File: src/rtl/uart_core_p.sv
// -----------------------------------------------------------------------------
// uart_core_p
// Parametrised UART transceiver (8N1, optionally 8E1) with RX and TX FIFOs,
// sticky error flags and a second TX source: a single-entry CPU character
// holding register (ch1) that merges into the TX FIFO behind the monitor
// channel (ch0).
//
// Optional feature macro: UART_PARITY_EN
//   defined   -> even-parity bit after data bit 7 on TX, checked on RX (8E1)
//   undefined -> 8N1 only
//
// Parameters
//   BAUD_DIV  clocks per serial bit (>= 4)
//   FIFO_AW   FIFO address width, each FIFO holds 2**FIFO_AW bytes
//
// Ports
//   clk, rst_n                single clock, asynchronous active-low reset
//   rx / tx                   serial in (async to clk) / serial out (idle high)
//   rx_rden                   pop RX FIFO head
//   rx_rdata                  RX FIFO head (show-ahead), valid with rx_fifo_dvalid
//   rx_fifo_dvalid/full/cnt   RX FIFO status
//   rx_fifo_overrun/underrun  sticky RX FIFO error flags
//   rx_frame_err              sticky framing / parity error flag
//   tx_wdata, tx_wten         ch0 write into TX FIFO
//   tx_fifo_full              TX FIFO full
//   tx_fifo_overrun           sticky flag, ch0 write dropped while full
//   uart_io_char, uart_io_we  ch1 write into the holding register
//   uart_io_full              ch1 holding register occupied
//   err_clr                   clears all sticky flags (a same-cycle set wins)
// -----------------------------------------------------------------------------
module uart_core_p #(
    parameter int BAUD_DIV = 434,
    parameter int FIFO_AW  = 3
) (
    input  logic               clk,
    input  logic               rst_n,
    input  logic               rx,
    output logic               tx,
    input  logic               rx_rden,
    output logic [7:0]         rx_rdata,
    output logic               rx_fifo_dvalid,
    output logic               rx_fifo_full,
    output logic [FIFO_AW:0]   rx_fifo_cnt,
    output logic               rx_fifo_overrun,
    output logic               rx_fifo_underrun,
    output logic               rx_frame_err,
    input  logic [7:0]         tx_wdata,
    input  logic               tx_wten,
    output logic               tx_fifo_full,
    output logic               tx_fifo_overrun,
    input  logic [7:0]         uart_io_char,
    input  logic               uart_io_we,
    output logic               uart_io_full,
    input  logic               err_clr
);

    localparam int DEPTH = 1 << FIFO_AW;
    localparam int CW    = $clog2(BAUD_DIV + 1);
    localparam logic [CW-1:0] BIT_CNT  = CW'(BAUD_DIV);
    localparam logic [CW-1:0] HALF_CNT = CW'(BAUD_DIV / 2);
    localparam logic [CW-1:0] ONE      = CW'(1);

`ifdef UART_PARITY_EN
    typedef enum logic [2:0] {S_IDLE, S_START, S_DATA, S_PARITY, S_STOP} state_t;
`else
    typedef enum logic [2:0] {S_IDLE, S_START, S_DATA, S_STOP} state_t;
`endif

    // ------------------------------------------------------------------
    // RX synchroniser and receive FSM
    // ------------------------------------------------------------------
    logic          rx_meta_q, rx_sync_q, rx_prev_q;
    state_t        rx_st_q;
    logic [CW-1:0] rx_cnt_q;
    logic [2:0]    rx_bit_q;
    logic [7:0]    rx_sh_q;
    logic          rx_push_q;
    logic [7:0]    rx_byte_q;
    logic          rx_ferr_q;
`ifdef UART_PARITY_EN
    logic          rx_par_ok_q;
`endif
    logic          rx_exp;

    assign rx_exp = (rx_cnt_q == ONE);

    always_ff @(posedge clk or negedge rst_n) begin
        if (!rst_n) begin
            rx_meta_q <= 1'b1;
            rx_sync_q <= 1'b1;
            rx_prev_q <= 1'b1;
        end else begin
            rx_meta_q <= rx;
            rx_sync_q <= rx_meta_q;
            rx_prev_q <= rx_sync_q;
        end
    end

    // The counter counts down to 1; the sample is taken on that cycle and
    // the counter reloads, so consecutive samples are BAUD_DIV cycles apart.
    always_ff @(posedge clk or negedge rst_n) begin
        if (!rst_n) begin
            rx_st_q   <= S_IDLE;
            rx_cnt_q  <= '0;
            rx_bit_q  <= '0;
            rx_sh_q   <= '0;
            rx_push_q <= 1'b0;
            rx_byte_q <= '0;
            rx_ferr_q <= 1'b0;
`ifdef UART_PARITY_EN
            rx_par_ok_q <= 1'b0;
`endif
        end else begin
            rx_push_q <= 1'b0;
            rx_ferr_q <= 1'b0;
            if (rx_st_q == S_IDLE) begin
                if (rx_prev_q && !rx_sync_q) begin
                    rx_cnt_q <= HALF_CNT;
                    rx_st_q  <= S_START;
                end
            end else if (!rx_exp) begin
                rx_cnt_q <= rx_cnt_q - ONE;
            end else begin
                rx_cnt_q <= BIT_CNT;
                case (rx_st_q)
                    S_START: begin
                        // High at mid start bit means it was a glitch
                        if (rx_sync_q) begin
                            rx_st_q <= S_IDLE;
                        end else begin
                            rx_bit_q <= '0;
                            rx_st_q  <= S_DATA;
                        end
                    end
                    S_DATA: begin
                        rx_sh_q  <= {rx_sync_q, rx_sh_q[7:1]};
                        rx_bit_q <= rx_bit_q + 3'd1;
                        if (rx_bit_q == 3'd7) begin
`ifdef UART_PARITY_EN
                            rx_st_q <= S_PARITY;
`else
                            rx_st_q <= S_STOP;
`endif
                        end
                    end
`ifdef UART_PARITY_EN
                    S_PARITY: begin
                        rx_par_ok_q <= (rx_sync_q == ^rx_sh_q);
                        rx_st_q     <= S_STOP;
                    end
`endif
                    S_STOP: begin
                        rx_st_q <= S_IDLE;
`ifdef UART_PARITY_EN
                        if (rx_sync_q && rx_par_ok_q) begin
`else
                        if (rx_sync_q) begin
`endif
                            rx_push_q <= 1'b1;
                            rx_byte_q <= rx_sh_q;
                        end else begin
                            rx_ferr_q <= 1'b1;
                        end
                    end
                    default: rx_st_q <= S_IDLE;
                endcase
            end
        end
    end

    // ------------------------------------------------------------------
    // RX FIFO
    // ------------------------------------------------------------------
    logic [7:0]     rx_mem_q [DEPTH];
    logic [FIFO_AW:0] rx_wptr_q, rx_rptr_q, rx_wptr_d, rx_rptr_d;
    logic           rx_empty, rx_full, rx_do_push, rx_do_pop;

    assign rx_empty   = (rx_wptr_q == rx_rptr_q);
    assign rx_full    = (rx_wptr_q[FIFO_AW] != rx_rptr_q[FIFO_AW]) &&
                        (rx_wptr_q[FIFO_AW-1:0] == rx_rptr_q[FIFO_AW-1:0]);
    assign rx_do_pop  = rx_rden && !rx_empty;
    // A pop in the same cycle frees the slot, so a full FIFO still accepts
    assign rx_do_push = rx_push_q && (!rx_full || rx_do_pop);
    assign rx_wptr_d  = rx_wptr_q + {{FIFO_AW{1'b0}}, rx_do_push};
    assign rx_rptr_d  = rx_rptr_q + {{FIFO_AW{1'b0}}, rx_do_pop};

    always_ff @(posedge clk or negedge rst_n) begin
        if (!rst_n) begin
            rx_wptr_q <= '0;
            rx_rptr_q <= '0;
        end else begin
            rx_wptr_q <= rx_wptr_d;
            rx_rptr_q <= rx_rptr_d;
        end
    end

    always_ff @(posedge clk) begin
        if (rx_do_push) rx_mem_q[rx_wptr_q[FIFO_AW-1:0]] <= rx_byte_q;
    end

    assign rx_fifo_dvalid = !rx_empty;
    assign rx_fifo_full   = rx_full;
    assign rx_fifo_cnt    = rx_wptr_q - rx_rptr_q;
    assign rx_rdata       = rx_empty ? 8'h00 : rx_mem_q[rx_rptr_q[FIFO_AW-1:0]];

    // ------------------------------------------------------------------
    // TX merge: ch0 direct, ch1 via holding register
    // ------------------------------------------------------------------
    logic [7:0]     tx_mem_q [DEPTH];
    logic [FIFO_AW:0] tx_wptr_q, tx_rptr_q, tx_wptr_d, tx_rptr_d;
    logic           tx_empty, tx_full, tx_do_push, tx_pop, hr_drain;
    logic [7:0]     tx_push_data, tx_fifo_rd;
    logic           hr_full_q;
    logic [7:0]     hr_q;

    assign tx_empty     = (tx_wptr_q == tx_rptr_q);
    assign tx_full      = (tx_wptr_q[FIFO_AW] != tx_rptr_q[FIFO_AW]) &&
                          (tx_wptr_q[FIFO_AW-1:0] == tx_rptr_q[FIFO_AW-1:0]);
    // ch1 only gets the FIFO write port on cycles ch0 leaves idle
    assign hr_drain     = hr_full_q && !tx_wten && !tx_full;
    assign tx_do_push   = (tx_wten && !tx_full) || hr_drain;
    assign tx_push_data = tx_wten ? tx_wdata : hr_q;
    assign tx_fifo_rd   = tx_mem_q[tx_rptr_q[FIFO_AW-1:0]];
    assign tx_wptr_d    = tx_wptr_q + {{FIFO_AW{1'b0}}, tx_do_push};
    assign tx_rptr_d    = tx_rptr_q + {{FIFO_AW{1'b0}}, tx_pop};

    always_ff @(posedge clk or negedge rst_n) begin
        if (!rst_n) begin
            tx_wptr_q <= '0;
            tx_rptr_q <= '0;
            hr_full_q <= 1'b0;
        end else begin
            tx_wptr_q <= tx_wptr_d;
            tx_rptr_q <= tx_rptr_d;
            if (hr_drain)
                hr_full_q <= 1'b0;
            else if (uart_io_we && !hr_full_q)
                hr_full_q <= 1'b1;
        end
    end

    always_ff @(posedge clk) begin
        if (tx_do_push) tx_mem_q[tx_wptr_q[FIFO_AW-1:0]] <= tx_push_data;
        if (uart_io_we && !hr_full_q) hr_q <= uart_io_char;
    end

    assign tx_fifo_full = tx_full;
    assign uart_io_full = hr_full_q;

    // ------------------------------------------------------------------
    // TX FSM
    // ------------------------------------------------------------------
    state_t        tx_st_q;
    logic          tx_q;
    logic [CW-1:0] tx_cnt_q;
    logic [2:0]    tx_bit_q;
    logic [7:0]    tx_sh_q;
`ifdef UART_PARITY_EN
    logic          tx_par_q;
`endif
    logic          tx_exp;

    assign tx_exp = (tx_cnt_q == ONE);
    // Pop from IDLE, or at the end of STOP so frames run back to back
    assign tx_pop = !tx_empty &&
                    ((tx_st_q == S_IDLE) || ((tx_st_q == S_STOP) && tx_exp));

    always_ff @(posedge clk or negedge rst_n) begin
        if (!rst_n) begin
            tx_st_q  <= S_IDLE;
            tx_q     <= 1'b1;
            tx_cnt_q <= '0;
            tx_bit_q <= '0;
            tx_sh_q  <= '0;
`ifdef UART_PARITY_EN
            tx_par_q <= 1'b0;
`endif
        end else if (tx_st_q == S_IDLE) begin
            if (tx_pop) begin
                tx_sh_q  <= tx_fifo_rd;
`ifdef UART_PARITY_EN
                tx_par_q <= ^tx_fifo_rd;
`endif
                tx_q     <= 1'b0;
                tx_cnt_q <= BIT_CNT;
                tx_st_q  <= S_START;
            end
        end else if (!tx_exp) begin
            tx_cnt_q <= tx_cnt_q - ONE;
        end else begin
            tx_cnt_q <= BIT_CNT;
            case (tx_st_q)
                S_START: begin
                    tx_q     <= tx_sh_q[0];
                    tx_bit_q <= '0;
                    tx_st_q  <= S_DATA;
                end
                S_DATA: begin
                    if (tx_bit_q == 3'd7) begin
`ifdef UART_PARITY_EN
                        tx_q    <= tx_par_q;
                        tx_st_q <= S_PARITY;
`else
                        tx_q    <= 1'b1;
                        tx_st_q <= S_STOP;
`endif
                    end else begin
                        tx_q     <= tx_sh_q[1];
                        tx_sh_q  <= {1'b0, tx_sh_q[7:1]};
                        tx_bit_q <= tx_bit_q + 3'd1;
                    end
                end
`ifdef UART_PARITY_EN
                S_PARITY: begin
                    tx_q    <= 1'b1;
                    tx_st_q <= S_STOP;
                end
`endif
                S_STOP: begin
                    if (tx_pop) begin
                        tx_sh_q  <= tx_fifo_rd;
`ifdef UART_PARITY_EN
                        tx_par_q <= ^tx_fifo_rd;
`endif
                        tx_q     <= 1'b0;
                        tx_st_q  <= S_START;
                    end else begin
                        tx_q     <= 1'b1;
                        tx_st_q  <= S_IDLE;
                    end
                end
                default: tx_st_q <= S_IDLE;
            endcase
        end
    end

    assign tx = tx_q;

    // ------------------------------------------------------------------
    // Sticky flags: set has priority over clear
    // ------------------------------------------------------------------
    logic rx_ovr_q, rx_udr_q, rx_ferr_flag_q, tx_ovr_q;

    always_ff @(posedge clk or negedge rst_n) begin
        if (!rst_n) begin
            rx_ovr_q       <= 1'b0;
            rx_udr_q       <= 1'b0;
            rx_ferr_flag_q <= 1'b0;
            tx_ovr_q       <= 1'b0;
        end else begin
            rx_ovr_q       <= (rx_push_q && rx_full && !rx_do_pop) || (rx_ovr_q && !err_clr);
            rx_udr_q       <= (rx_rden && rx_empty) || (rx_udr_q && !err_clr);
            rx_ferr_flag_q <= rx_ferr_q || (rx_ferr_flag_q && !err_clr);
            tx_ovr_q       <= (tx_wten && tx_full) || (tx_ovr_q && !err_clr);
        end
    end

    assign rx_fifo_overrun  = rx_ovr_q;
    assign rx_fifo_underrun = rx_udr_q;
    assign rx_frame_err     = rx_ferr_flag_q;
    assign tx_fifo_overrun  = tx_ovr_q;

endmodule
File: config.mk
export PLATFORM = sky130hd
export DESIGN_NAME = uart_core_p
export DESIGN_NICKNAME = d
export VERILOG_FILES = /design/src/rtl/uart_core_p.sv
export SDC_FILE = /design/constraint.sdc
export NUM_CORES = 1
export LEC_CHECK = 0
export CAP_MARGIN = 40
export CORE_MARGIN = 1
export CORE_UTILIZATION = 50
export DETAILED_ROUTE_END_ITERATION = 7
export GPL_ROUTABILITY_DRIVEN = 0
export PLACE_DENSITY = 0.71
export SLEW_MARGIN = 20
export SYNTH_ARGS = -nofsm -noshare
export SYNTH_HDL_FRONTEND = slang
export SYNTH_SLANG_ARGS = --single-unit
File: constraint.sdc
create_clock -name clk -period 3 [get_ports clk]
set_clock_uncertainty 0.15 [all_clocks]
set_input_delay 0.6 -clock clk [delete_from_list [all_inputs] [get_ports clk]]
set_output_delay 0.6 -clock clk [all_outputs]
set_load 0.05 [all_outputs]
# Word level (Yosys, flattened, before mapping)

Memories as Yosys holds them, arrays and structs flattened.
Cells that the tools add are included.

Flip-flop bits (word level): 89
Memories kept: 2
Logic and storage cells: 162
Bits in writable memories: 128
Output and inout port bits: 21

Memory list:

| name     | depth | width | read ports | clocked after memory_dff | wr ports | line | source |
|---|---|---|---|---|---|---|---|
| rx_mem_q | 8     | 8     | 1          | 0                        | 1        | 174  | `logic [7:0] rx_mem_q [DEPTH];` |
| tx_mem_q | 8     | 8     | 1          | 0                        | 1        | 209  | `logic [7:0] tx_mem_q [DEPTH];` |

Eq/ne operators: 23
Reductions and logical operators: 52
Mux-type cells: 49
Add/sub/neg operators: 9
Bitwise operators: 2

Operators by type and width:

| operator                                          | count |
|---|---|
| 2-to-1 mux 9 bit                                  | 6 |
| 2-to-1 mux 8 bit                                  | 6 |
| 2-to-1 mux 3 bit                                  | 10 |
| 2-to-1 mux 1 bit                                  | 20 |
| logical AND 1 bit                                 | 19 |
| == test 9 x 1 -> 1 bit (second input constant)    | 2 |
| case mux 3 bit (2 select lines)                   | 3 |
| subtractor 9 x 1 -> 9 bit (second input constant) | 2 |
| adder 4 x 1 -> 4 bit                              | 4 |
| case mux 8 bit (2 select lines)                   | 1 |
| AND reduction 3 bit                               | 5 |
| == test 3 x 2 -> 1 bit (second input constant)    | 4 |
| AND reduction 4 bit                               | 3 |
| nonzero test 2 bit                                | 5 |
| zero test 1 bit                                   | 9 |
| inequality test 3 bit (second input constant)     | 3 |
| case mux 3 bit (3 select lines)                   | 1 |
| == test 4 bit                                     | 2 |
| logical OR 1 bit                                  | 7 |
| adder 3 x 1 -> 3 bit (second input constant)      | 2 |
| == test 3 x 1 -> 1 bit (second input constant)    | 2 |
| == test 3 bit                                     | 2 |
| == test 3 bit (second input constant)             | 2 |
| zero test 3 bit                                   | 2 |
| 9 further kinds                                   | 13 |

# Logic depth before layout (Yosys ltp)

Depth after elaboration: 8
Mapped depth: 9
Depth with buffers taken out: 8

# Worst setup path after synthesis

Ideal clock, no wire load.

Path type: reg2out
From: register rx_rptr_q[1]
To: output rx_rdata[0]
Data arrival time: 2,550 ps
Buffers on the path: 3
Slack: -300 ps
Cell stages (with the launch flop): 8
Cell sequence: dfrtp_1 clkbuf_1 clkbuf_1 inv_1 ha_1 and4_1 clkbuf_1 a21oi_1

Word-level cells in the longest chain between the ends: 2
Elaborated cells between the ends (all ways): 3
Those cells by class: 1 x eq/ne; 1 x mux; 1 x memory

Ends and longest elaborated chain:

| what                                                | line | source |
|---|---|---|
| from (decl)                                         | 175  | `logic [FIFO_AW:0] rx_wptr_q, rx_rptr_q, rx_wptr_d, rx_rptr_d;` |
| from (signal assigned)                              | 193  | `rx_rptr_q <= rx_rptr_d;` |
| memory (8 x 8 bit) or == test 4 bit (tied branches) | n/a  |  |
| 2-to-1 mux 8 bit (*)                                | 204  | `assign rx_rdata = rx_empty ? 8'h00 : rx_mem_q[rx_rptr_q[FIFO_AW-1:0]];` |
| to (decl)                                           | 40   | `output logic [7:0] rx_rdata,` |

Mark *: on every way between the ends. The rest lies on a longest branch, timed or not.

# Worst setup path in the final report

From: register rx_rptr_q[2]
To: output rx_rdata[0]

The elaborated chain is that of the path after synthesis.

==> results.yml <==
outcome:
  status: "complete, but fails checks"
  violations: "DRC"
global_route:
  grt_pass1_wl_um: 27540
  globalRoute.totalOverflow: 0
  grt_max_degree: 80
  grt_usage_pct: 18.07
  antenna_found_initial: 0
  grt_pass1_vias: 5359
sta:
  finalCriticalPeriod_ps: 2916
  tightest_slew_ps: 679.5
  slew_headroom_pct: 54.60
  hold_viol_final: 0
  fmax_mhz: 343.0
  setup_viol: 0
  rsz0062_at_grt: "yes"
  fin_crit_sh_pct: 97.19
  final_max_slew_viol_count: 0
  worst_slack_ps: 84.24
worst_setup_path:
  r2r_setup_slack_ps: 690
  endpoint_kind: "output port"
  path_max_fanout: 11
  crit_required_ps: 2250
  cp.arrival_ps: 2170
  r2r-end: "tx_mem_q[1][6]"
  worstSetupStartpointType: "flop"
  rr_startpoint: "tx_wptr_q[2]"
  rr_worst_depth: 5
  path_class: "flop to output port"
  critical_path.startpoint: "rx_rptr_q[2]"
synth:
  synthArstFlopShare_pct: 36.74
  synth_mux_area_share_pct: 12.33
  yosys.area.top_type_share_pct: 44.00
  netlist_instances: 601
  synth_compound_gate_area_share_pct: 7.563
  synthXorXnorAreaFrac_pct: 1.415
  avgSynthCellArea_sq_um: 15.44
  yosys.area.top_type: "edfxtp_1"
  synth_top_family_by_area: "multiplexers"
  synth.area.top_cells: "edfxtp_1 44%, dfrtp_1 20%, mux4_2 7.8%"
  seq_area_frac_synth_pct: 65.35
  yosys.area_share.adder_pct: 3.855
  synth-simple-area-share_pct: 6.889
  synth_fp_nets: 652
  synthFlopType: "edfxtp_1"
  synth_area_sq_um: 9281
  ys_ff_latch: 215
  ys_types: 68
  synth-edff-count: 136
  yosysWarningCount: 0
drt:
  via_per_inst: 5.671
  vias: 5183
  wl_um: 16450
  highest_layer: "met4"
  wl_per_cell_um: 18.00
  first_pass_iters: 6
  ant_nets: 0
  drc: 6
  wl_met1_um: 7476
  route.met2.wl_um: 8056
  drtIter0Drc: 361
  met3_wirelength_um: 688
clocking:
  cts-buffers-inserted: 22
  htree_levels: 1
  path_clk_slew_ps: 60
  tritoncts: "built"
  clk_latency_ps: 490
  clock_path_buffers: 3
  cts_root_buf: "clkbuf_16"
  post_cts_buffers: 0
  numClockSinks: 215
placement:
  port-buffer-count: 43
  dp_hpwl_um: 11160
  dp_slack_ps: 427.3
cells_and_area:
  syn_to_final_growth_pct: 17.79
  antenna_cells: 0
  num-fill-cells: 1313
  seq_area_sq_um: 6066
  layout_common_cells: "136 x edfxtp_1, 75 x dfrtp_1, 38 x nor2_1"
  nNetsFinal: 721
  final_common_cell: "edfxtp_1"
  drive_above_1_share_pct: 22.04
  multiInputGateArea_sq_um: 2995
hold_path:
  whs_path_depth: 0
  hold_end: "rx_sync_q"
  holdCritPathClass: "flop to flop"
  worstHoldStart: "rx_meta_q"
power:
  p_leak_nw: 4.204
  p_total_mw: 10.22
  peakVddDrop_mv: 0.5090
  p_per_area_nw_per_um2: 934.7
floorplanning:
  ioPinCount: 44
  dieHeight_um: 138.2
  num_rows: 49
  die_area_sq_um: 19110
  initial_core_util_pct: 51.32
  core_sq_um: 18090
  die_w_um: 138.2
run:
  drv_cap: 0
==> state kept, by name, indices dropped and copies added, names as in the netlist, 3 cells and up <==
name,count
rx_sh_q,8
hr_q,8
rx_bit_q,3
rx_wptr_q,4
tx_bit_q,3
rx_cnt_q,9
tx_sh_q,8
tx_rptr_q,4
tx_wptr_q,4
rx_mem_q,64
rx_byte_q,8
rx_rptr_q,4
tx_cnt_q,9
tx_mem_q,64
==> where the power goes <==
part,switching [mW],internal [mW]
logic,2.02,1.67
clock network,1.03,1.46
registers,0.358,3.69
==> cell type report <==
cell class              instances  share of cell area (%)
clock buffers                  36                   5.894
clock inverters                 3                  0.1488
well taps                     229                   2.621
multi-input cells             329                   27.40
repair buffers                 71                   7.382
flip-flops and latches        215                   55.48
inverters                      31                   1.076
==> worst max-delay path, cell delays in order, from the launching register on <==
cell,delay (ps)
dfrtp_1,360
clkinv_2,140
ha_1,380
and4_2,360
a21oi_1,260
buf_12,180
==> routing by layer <==
layer | vias to the layer above | track usage (%)
met5 | - | 0
met4 | 0 | 5.086
met3 | 19 | 3.014
met2 | 121 | 30.34
met1 | 2599 | 24.55
li1 | 2444 | -
==> Yosys cell counts, drive strengths merged (2+ instances only) <==
cell type / instances
mux4: 32
a22oi: 2
buf: 11
o21ai: 10
xnor2: 11
nor4: 4
mux2i: 12
a211o: 2
xor2: 4
edfxtp: 136
a21oi: 17
nand4: 3
a22o: 12
o2bb2ai: 4
a21o: 4
nand2: 30
nor2b: 4
dfrtp: 75
nor2: 39
a31oi: 8
o21a: 3
nor4b: 2
o22ai: 4
clkbuf: 15
a221oi: 11
or2: 2
a2bb2oi: 4
nor3b: 2
dfstp: 4
or4: 2
mux2: 27
and4: 2
o31ai: 7
nand2b: 5
nor3: 11
inv: 30
nand3: 7
ha: 27
==> stage by stage <==
step	setup TNS (ps)	util, %	hold WS, ps	instances	cell area (sq um)
floorplan	-2547	-	154.4	601	9281
global placement	0	56.56	195.9	873	10230
detailed placement	0	56.56	197.5	873	10230
CTS	0	60.35	211.4	913	10910
global route	-11.90	60.45	215.1	914	10930
finish	0	60.45	208.0	914	10930
==> worst max path at each step <==
stage | slack (ps) | end | depth (start not counted)
final | 80 | rx_rdata[0] | 5
after floorplan | -300 | rx_rdata[0] | 7
after global placement | 510 | rx_rdata[3] | 5
after detailed placement | 430 | rx_rdata[5] | 5
after CTS | 90 | rx_rdata[2] | 5
after global routing | -6 | rx_rdata[0] | 4
==> cells by family after synthesis <==
kind of cell               Yosys count
muxes                               71
AOI/OAI and AO/OA                   95
xor gates and xnor gates            15
DFF                                215
and+or+nand+nor                    120
adders and majority gates           28
buffers and inverters               57
==> timing repair <==
action,in CTS,in global routing
pin swaps,0,0
gates resized for setup,5,2
hold buffers,1,0
hold endpoints to repair,34,0
setup endpoints to repair,9,2
No activity file was read; power rests on OpenSTA's default activity.
